<file path="config.mk">
export PLATFORM = sky130hd
export DESIGN_NAME = umi_mux_rr
export DESIGN_NICKNAME = d
export VERILOG_FILES = /design/src/rtl/umi_mux_rr.sv
export SDC_FILE = /design/constraint.sdc
export NUM_CORES = 1
export LEC_CHECK = 0
export ABC_AREA = 1
export BUFFER_PORTS_ARGS = -buffer_cell sky130_fd_sc_hd__buf_2
export CORE_AREA = 2 2 508 510
export DETAILED_ROUTE_END_ITERATION = 10
export DIE_AREA = 0 0 510 512
export GPL_ROUTABILITY_DRIVEN = 0
export PLACE_DENSITY = 0.32
export SLEW_MARGIN = 20
export SYNTH_ARGS = -nofsm -noshare
export SYNTH_HDL_FRONTEND = slang
export SYNTH_SLANG_ARGS = --single-unit
</file>
<file path="constraint.sdc">
create_clock -name clk -period 3.2 [get_ports clk]
set_input_delay 0 -clock clk [delete_from_list [all_inputs] [get_ports clk]]
set_output_delay 0 -clock clk [all_outputs]
set_load 0.005 [all_outputs]
</file>
<file path="src/rtl/umi_mux_rr.sv">
`default_nettype none
// ============================================================================
// Module   : umi_mux_rr
// Purpose  : N-input UMI mux, fixed/round-robin arbitration, transaction lock,
//            one-entry registered output with backpressure. Optional
//            starvation override enabled by macro UMI_MUX_STARVE_EN.
// Revision : 1.0 - initial release
// ============================================================================
module umi_mux_rr #(
    parameter int UW     = 256,
    parameter int N      = 4,
    parameter int STARVE = 16
) (
    input  logic            clk,
    input  logic            nreset,
    input  logic [1:0]      mode,
    input  logic [N-1:0]    mask,
    input  logic [N-1:0]    umi_in_valid,
    input  logic [N-1:0]    umi_in_last,
    input  logic [N*UW-1:0] umi_in_packet,
    output logic [N-1:0]    umi_in_ready,
    output logic            umi_out_valid,
    output logic [UW-1:0]   umi_out_packet,
    input  logic            umi_out_ready
);

    localparam int IW = (N > 1) ? $clog2(N) : 1;

    localparam logic [0:0] S_UNLOCKED = 1'b0;
    localparam logic [0:0] S_LOCKED   = 1'b1;

    logic [0:0]    r_state;
    logic [0:0]    w_state_next;
    logic [IW-1:0] r_lock_idx;
    logic [IW-1:0] r_ptr;
    logic          r_out_valid;
    logic [UW-1:0] r_out_packet;

    logic          w_locked;
    logic          w_load;
    logic          w_rr_mode;
    logic [N-1:0]  w_req;
    logic [N-1:0]  w_fix_grant;
    logic [N-1:0]  w_rr_grant;
    logic [N-1:0]  w_mode_grant;
    logic [N-1:0]  w_arb_grant;
    logic [N-1:0]  w_grant;
    logic [N-1:0]  w_ready;
    logic          w_fix_found;
    logic          w_rr_found;
    logic [IW-1:0] w_rr_idx;
    logic [IW-1:0] w_acc_idx;
    logic          w_accept;
    logic          w_acc_last;
    logic [UW-1:0] w_sel_packet;

    assign w_load    = ~r_out_valid | umi_out_ready;
    assign w_req     = umi_in_valid & ~mask;
    assign w_rr_mode = (mode == 2'b01);

    always_comb begin
        w_fix_grant = '0;
        w_fix_found = 1'b0;
        for (int i = 0; i < N; i++) begin
            if (w_req[i] && !w_fix_found) begin
                w_fix_grant[i] = 1'b1;
                w_fix_found    = 1'b1;
            end
        end
    end

    // Search upward from the pointer, wrapping past N-1 back to 0.
    always_comb begin
        w_rr_grant = '0;
        w_rr_found = 1'b0;
        w_rr_idx   = '0;
        for (int k = 0; k < N; k++) begin
            w_rr_idx = IW'((int'(r_ptr) + k) % N);
            if (w_req[w_rr_idx] && !w_rr_found) begin
                w_rr_grant[w_rr_idx] = 1'b1;
                w_rr_found           = 1'b1;
            end
        end
    end

    assign w_mode_grant = w_rr_mode ? w_rr_grant : w_fix_grant;

`ifdef UMI_MUX_STARVE_EN
    localparam int CW = $clog2(STARVE + 1);

    logic [CW-1:0] r_starve [N];
    logic [N-1:0]  w_starved;
    logic [N-1:0]  w_starve_grant;
    logic          w_starve_found;

    always_comb begin
        w_starved      = '0;
        w_starve_grant = '0;
        w_starve_found = 1'b0;
        for (int i = 0; i < N; i++) begin
            w_starved[i] = w_req[i] && (r_starve[i] == CW'(STARVE));
            if (w_starved[i] && !w_starve_found) begin
                w_starve_grant[i] = 1'b1;
                w_starve_found    = 1'b1;
            end
        end
    end

    assign w_arb_grant = w_starve_found ? w_starve_grant : w_mode_grant;

    // Counts only arbitration rounds actually lost to another input.
    always_ff @(posedge clk) begin
        for (int i = 0; i < N; i++) begin
            if (!nreset) begin
                r_starve[i] <= '0;
            end else if (w_grant[i] || !w_req[i]) begin
                r_starve[i] <= '0;
            end else if (!w_locked && w_load && (|w_grant) &&
                         (r_starve[i] != CW'(STARVE))) begin
                r_starve[i] <= r_starve[i] + 1'b1;
            end
        end
    end
`else
    assign w_arb_grant = w_mode_grant;
`endif

    assign w_grant      = w_locked ? (N'(1) << r_lock_idx) : w_arb_grant;
    assign w_ready      = w_load ? w_grant : '0;
    assign umi_in_ready = nreset ? w_ready : '0;
    assign w_accept     = |(umi_in_valid & umi_in_ready);

    always_comb begin
        w_acc_idx    = '0;
        w_sel_packet = '0;
        for (int i = 0; i < N; i++) begin
            if (w_grant[i]) begin
                w_acc_idx    = IW'(i);
                w_sel_packet = umi_in_packet[i*UW +: UW];
            end
        end
    end

    assign w_acc_last = umi_in_last[w_acc_idx];

    // Lock state machine: state register / next state / output.
    always_ff @(posedge clk) begin
        if (!nreset) begin
            r_state <= S_UNLOCKED;
        end else begin
            r_state <= w_state_next;
        end
    end

    always_comb begin
        w_state_next = r_state;
        case (r_state)
            S_UNLOCKED: if (w_accept && !w_acc_last) w_state_next = S_LOCKED;
            S_LOCKED:   if (w_accept &&  w_acc_last) w_state_next = S_UNLOCKED;
            default:    w_state_next = S_UNLOCKED;
        endcase
    end

    always_comb begin
        w_locked = (r_state == S_LOCKED);
    end

    always_ff @(posedge clk) begin
        if (!nreset) begin
            r_lock_idx <= '0;
            r_ptr      <= '0;
        end else begin
            if (w_accept && !w_locked) begin
                r_lock_idx <= w_acc_idx;
            end
            if (w_accept && w_acc_last && w_rr_mode) begin
                r_ptr <= (w_acc_idx == IW'(N - 1)) ? '0 : w_acc_idx + 1'b1;
            end
        end
    end

    always_ff @(posedge clk) begin
        if (!nreset) begin
            r_out_valid  <= 1'b0;
            r_out_packet <= '0;
        end else if (w_load) begin
            r_out_valid <= w_accept;
            if (w_accept) begin
                r_out_packet <= w_sel_packet;
            end
        end
    end

    assign umi_out_valid  = r_out_valid;
    assign umi_out_packet = r_out_packet;

endmodule
`default_nettype wire

</file>
==> impl_metrics.prom <==
# TYPE chip_impl_metric gauge
chip_impl_metric{name="data_required_time_of_the_worst_path",unit="ps"} 3680
chip_impl_metric{name="multi_input_logic_area",unit="µm²"} 10300
chip_impl_metric{name="viasPerCell",unit=""} 3.39
chip_impl_metric{name="synth-seq-cells",unit=""} 262
chip_impl_metric{name="syn_area",unit="µm²"} 16700
chip_impl_metric{name="register_area",unit="µm²"} 5250
chip_impl_metric{name="cap_viol_max_count",unit=""} 0
chip_impl_metric{name="first_pass_iters",unit=""} 5
chip_impl_metric{name="cts.reportedPaths.clkPinSlew",unit="ps"} 60
chip_impl_metric{name="fin_cells",unit=""} 8679
chip_impl_info{name="critical_path.cell_chain",value="inv_1, ha_4, inv_2, nand3_1, nand2_1, nor2_2, nand3_1, nand3_1, nand2_1, nand2_1, nand2_1, nand2_2, inv_1, nand2_2, nor2_4, buf_12, buf_16, nand2_1, nand4_1, nand2_1, a21oi_1"} 1
chip_impl_metric{name="syn-instance-count",unit=""} 2900
chip_impl_metric{name="critical_path.max_fanout",unit=""} 28
chip_impl_metric{name="finalSetupViolCount",unit=""} 0
chip_impl_metric{name="post_synth.cell_area_avg",unit="µm²"} 5.76
chip_impl_metric{name="grt_use_total",unit="%"} 13.1
chip_impl_metric{name="synth.lib_cells_used.distinct",unit=""} 27
chip_impl_metric{name="routed_wire_length_per_instance",unit="µm"} 21.0
chip_impl_metric{name="proportion_of_netlist_area_held_by_the_largest_area_contributor",unit="%"} 31.4
chip_impl_info{name="rsz_0062_raised_after_global_routing",value="yes"} 1
chip_impl_metric{name="die_width",unit="µm"} 510
chip_impl_metric{name="synth-seq-area-share",unit="%"} 31.4
chip_impl_metric{name="cpPeakStageDelay",unit="ps"} 350
chip_impl_metric{name="grt_pass1_wl",unit="µm"} 238000
chip_impl_metric{name="chipHeight",unit="µm"} 512
chip_impl_metric{name="tns",unit="ps"} 0
chip_impl_metric{name="core_region_area",unit="µm²"} 256000
chip_impl_metric{name="ys_warn_count",unit=""} 0
chip_impl_metric{name="initial_utilization",unit="%"} 6.53
chip_impl_metric{name="max-clock-path-buffers",unit=""} 3
chip_impl_metric{name="hold_ws",unit="ps"} -3.91
chip_impl_metric{name="syn2layout_area_growth",unit="%"} 140
chip_impl_metric{name="drt_drc_violations_left",unit=""} 0
chip_impl_metric{name="grt_pass1_vias",unit=""} 30500
chip_impl_info{name="timing_worst_setup_path_type",value="register to register"} 1
chip_impl_metric{name="finalNetCount",unit=""} 6266
chip_impl_metric{name="htreeDepth",unit=""} 2
chip_impl_info{name="cts_root_buf",value="clkbuf_16"} 1
chip_impl_info{name="failed_checks",value="negative hold slack"} 1
chip_impl_metric{name="final_max_slew_viol_count",unit=""} 0
chip_impl_metric{name="leakagePower",unit="µW"} 0.0179
chip_impl_metric{name="die_area",unit="µm²"} 261000
chip_impl_metric{name="tightest_slew",unit="ps"} 692
chip_impl_metric{name="irDropWorstVdd",unit="V"} 0.000368
chip_impl_metric{name="worstRegToRegCells",unit=""} 21
chip_impl_metric{name="fin_clk_skew",unit="ps"} 31.7
chip_impl_info{name="hold_class",value="input port to register"} 1
chip_impl_info{name="yosys.area.top_type",value="dfxtp_1"} 1
chip_impl_metric{name="clk-insertion-delay-late",unit="ps"} 660
chip_impl_metric{name="min_period_over_period",unit="%"} 94.5
chip_impl_info{name="timing.critical_path.to_type",value="register"} 1
chip_impl_metric{name="grt_antenna_before_repair",unit=""} 99
chip_impl_metric{name="port_buffers",unit=""} 1301
chip_impl_metric{name="hpwlAfterDp",unit="µm"} 149000
chip_impl_info{name="crit_path_top_delay_cell",value="nand4_1"} 1
chip_impl_metric{name="detail_route.wirelength",unit="µm"} 182000
chip_impl_metric{name="filler_cell_count",unit=""} 29400
chip_impl_metric{name="timing.final.hold_violations",unit=""} 2
chip_impl_metric{name="syn_nets",unit=""} 3947
chip_impl_metric{name="finalCoreUtilization",unit="%"} 15.7
chip_impl_metric{name="placementRows",unit=""} 186
chip_impl_metric{name="period_minus_slack",unit="ps"} 3020
chip_impl_info{name="critPathLaunchType",value="register"} 1
chip_impl_metric{name="maxSlewHeadroom",unit="%"} 53.9
chip_impl_info{name="post_synth_main_area_contributors",value="dfxtp_1 (31%), nand2_1 (28%), nor2_1 (11%)"} 1
chip_impl_metric{name="placed_cells_incl_taps",unit=""} 7536
chip_impl_metric{name="drtIter0Drc",unit=""} 1354
chip_impl_metric{name="power_per_unit_of_standard_cell_area",unit="nW/µm²"} 458
chip_impl_info{name="cts_tree",value="done"} 1
chip_impl_metric{name="min_delay_path_depth",unit=""} 6
chip_impl_metric{name="io-pin-count",unit=""} 1302
chip_impl_info{name="result_of_the_run",value="complete, but fails checks"} 1
chip_impl_metric{name="grt_max_degree",unit=""} 74
chip_impl_metric{name="numCtsBuffers",unit=""} 43
chip_impl_metric{name="remaining_antenna_violation_count_after_routing",unit=""} 0
chip_impl_metric{name="fmax",unit="MHz"} 331
chip_impl_metric{name="vias_after_detailed_routing",unit=""} 29400
chip_impl_info{name="crit_top_cell",value="nand2_1"} 1
chip_impl_metric{name="grt_remaining_overflow",unit=""} 0
chip_impl_metric{name="fraction_of_final_layout_cells_sized_beyond_drive_strength_1",unit="%"} 30.7
chip_impl_metric{name="crit_arrival",unit="ps"} 3500
chip_impl_metric{name="clock-sinks",unit=""} 262
[registers in the layout (all words and copies together), names as in the netlist, named ones only]
signal          count
umi_out_packet    256
r_lock_idx          2
r_ptr               2
umi_out_valid       1
[cells in the final DEF (no fill, tap or decap), types with 6 or more instances in the layout]
cell type,instances
dlygate4sd3_1,1014
clkbuf_8,10
o21ai_0,55
diode_2,42
nor2_1,465
a21oi_2,10
clkinvlp_4,6
buf_6,8
buf_12,29
buf_4,141
inv_6,6
dfxtp_1,261
clkbuf_1,6
a21oi_1,283
nand4_1,229
inv_1,24
nand3_1,59
buf_2,1300
nand2_1,1230
clkbuf_16,47
nand2_2,15
[synth_stat cells]
cell and n:
nand2_1 1233, nor2_1 469, a21oi_1 283, dfxtp_1 262
nand4_1 229, buf_2 118, clkbuf_1 89, nand3_1 61
o21ai_0 59, inv_1 28, nand2_2 13, a21oi_2 10
buf_8 9, ha_1 6, buf_1 5, buf_6 4
inv_2 4, nand3_2 4, o21ai_1 4, nor2_2 2
nor3_1 2, a41oi_1 1, buf_12 1, clkinv_1 1
nand2_4 1, nand3b_1 1, o21ai_2 1
[per-layer routing]
metal | GRT usage [%] | vias to the layer above | routed length (µm)
met5 | 0 | - | 327
li1 | - | 14100 | -
met4 | 5.97 | 46 | 9540
met1 | 14.5 | 13500 | 71800
met2 | 22.7 | 1371 | 85900
met3 | 4.05 | 362 | 14500
[logic make-up after synthesis]
logic type | synth area share (%)
AO/OA/AOI/OAI | 11.0
adder cells (fa/ha/maj) | 0.449
buffers and inverters | 7.58
flip-flops | 31.4
AND/OR/NAND/NOR | 49.6
[timing repair]
action                                   CTS  global route
setup buffers                              0             5
cloned                                     0             4
pin swaps                                  0             3
endpoints found under the setup margin     4           183
resized for setup                          5            31
hold endpoints to repair                 262             0
hold buffers                            1014             0
[per-stage QoR]
step           hold slack [ps]  setup WS (ps)  power [µW]  instance area [µm²]
2_1_floorplan              138            552        7510                16700
4_1_cts                   2.01          -24.2       18700                39700
3_3_place_gp               295           -102       12000                28100
6_report                 -3.91            177       18400                40100
3_5_place_dp               304          -37.0       12000                28100
5_1_grt                   11.3          -14.2       19700                40100
[final cells by class]
type / instances / share of cell area (%)
clock buffers: 59 / 3.08
flip-flops and latches: 262 / 13.1
well taps: 3384 / 10.6
repair buffers: 2500 / 46.3
inverters: 33 / 0.402
multi-input cells: 2379 / 25.6
clock inverters: 20 / 0.655
diodes: 42 / 0.262
[critical path, delay by kind of cell (launching register included)]
family | cells | cell delay (ps)
buffers and inverters | 5 | 520
AOI/OAI and AO/OA | 1 | 80
DFF | 1 | 340
adders and majority gates | 1 | 300
and+or+nand+nor | 14 | 1560
[final timing paths]
| path | startpoint | endpoint | slack [ps] |
|---|---|---|---|
| max | r_ptr[1]$_SDFFE_PN0P_ | umi_out_packet[148]$_SDFFE_PN0P_ | 180 |
| min | umi_in_packet[688] | umi_out_packet[176]$_SDFFE_PN0P_ | -4 |
| max reg2reg | r_ptr[1]$_SDFFE_PN0P_ | umi_out_packet[148]$_SDFFE_PN0P_ | 180 |
| min reg2reg | umi_out_packet[226]$_SDFFE_PN0P_ | umi_out_packet[226]$_SDFFE_PN0P_ | 460 |
[where the power goes]
| group | leakage [µW] | switching [µW] | internal [µW] |
|---|---|---|---|
| clock | 0.000720 | 2150 | 3110 |
| sequential | 0.00214 | 299 | 3750 |
| combinational | 0.0150 | 5400 | 3650 |
Note: power is estimated with default switching activity, not from simulation.
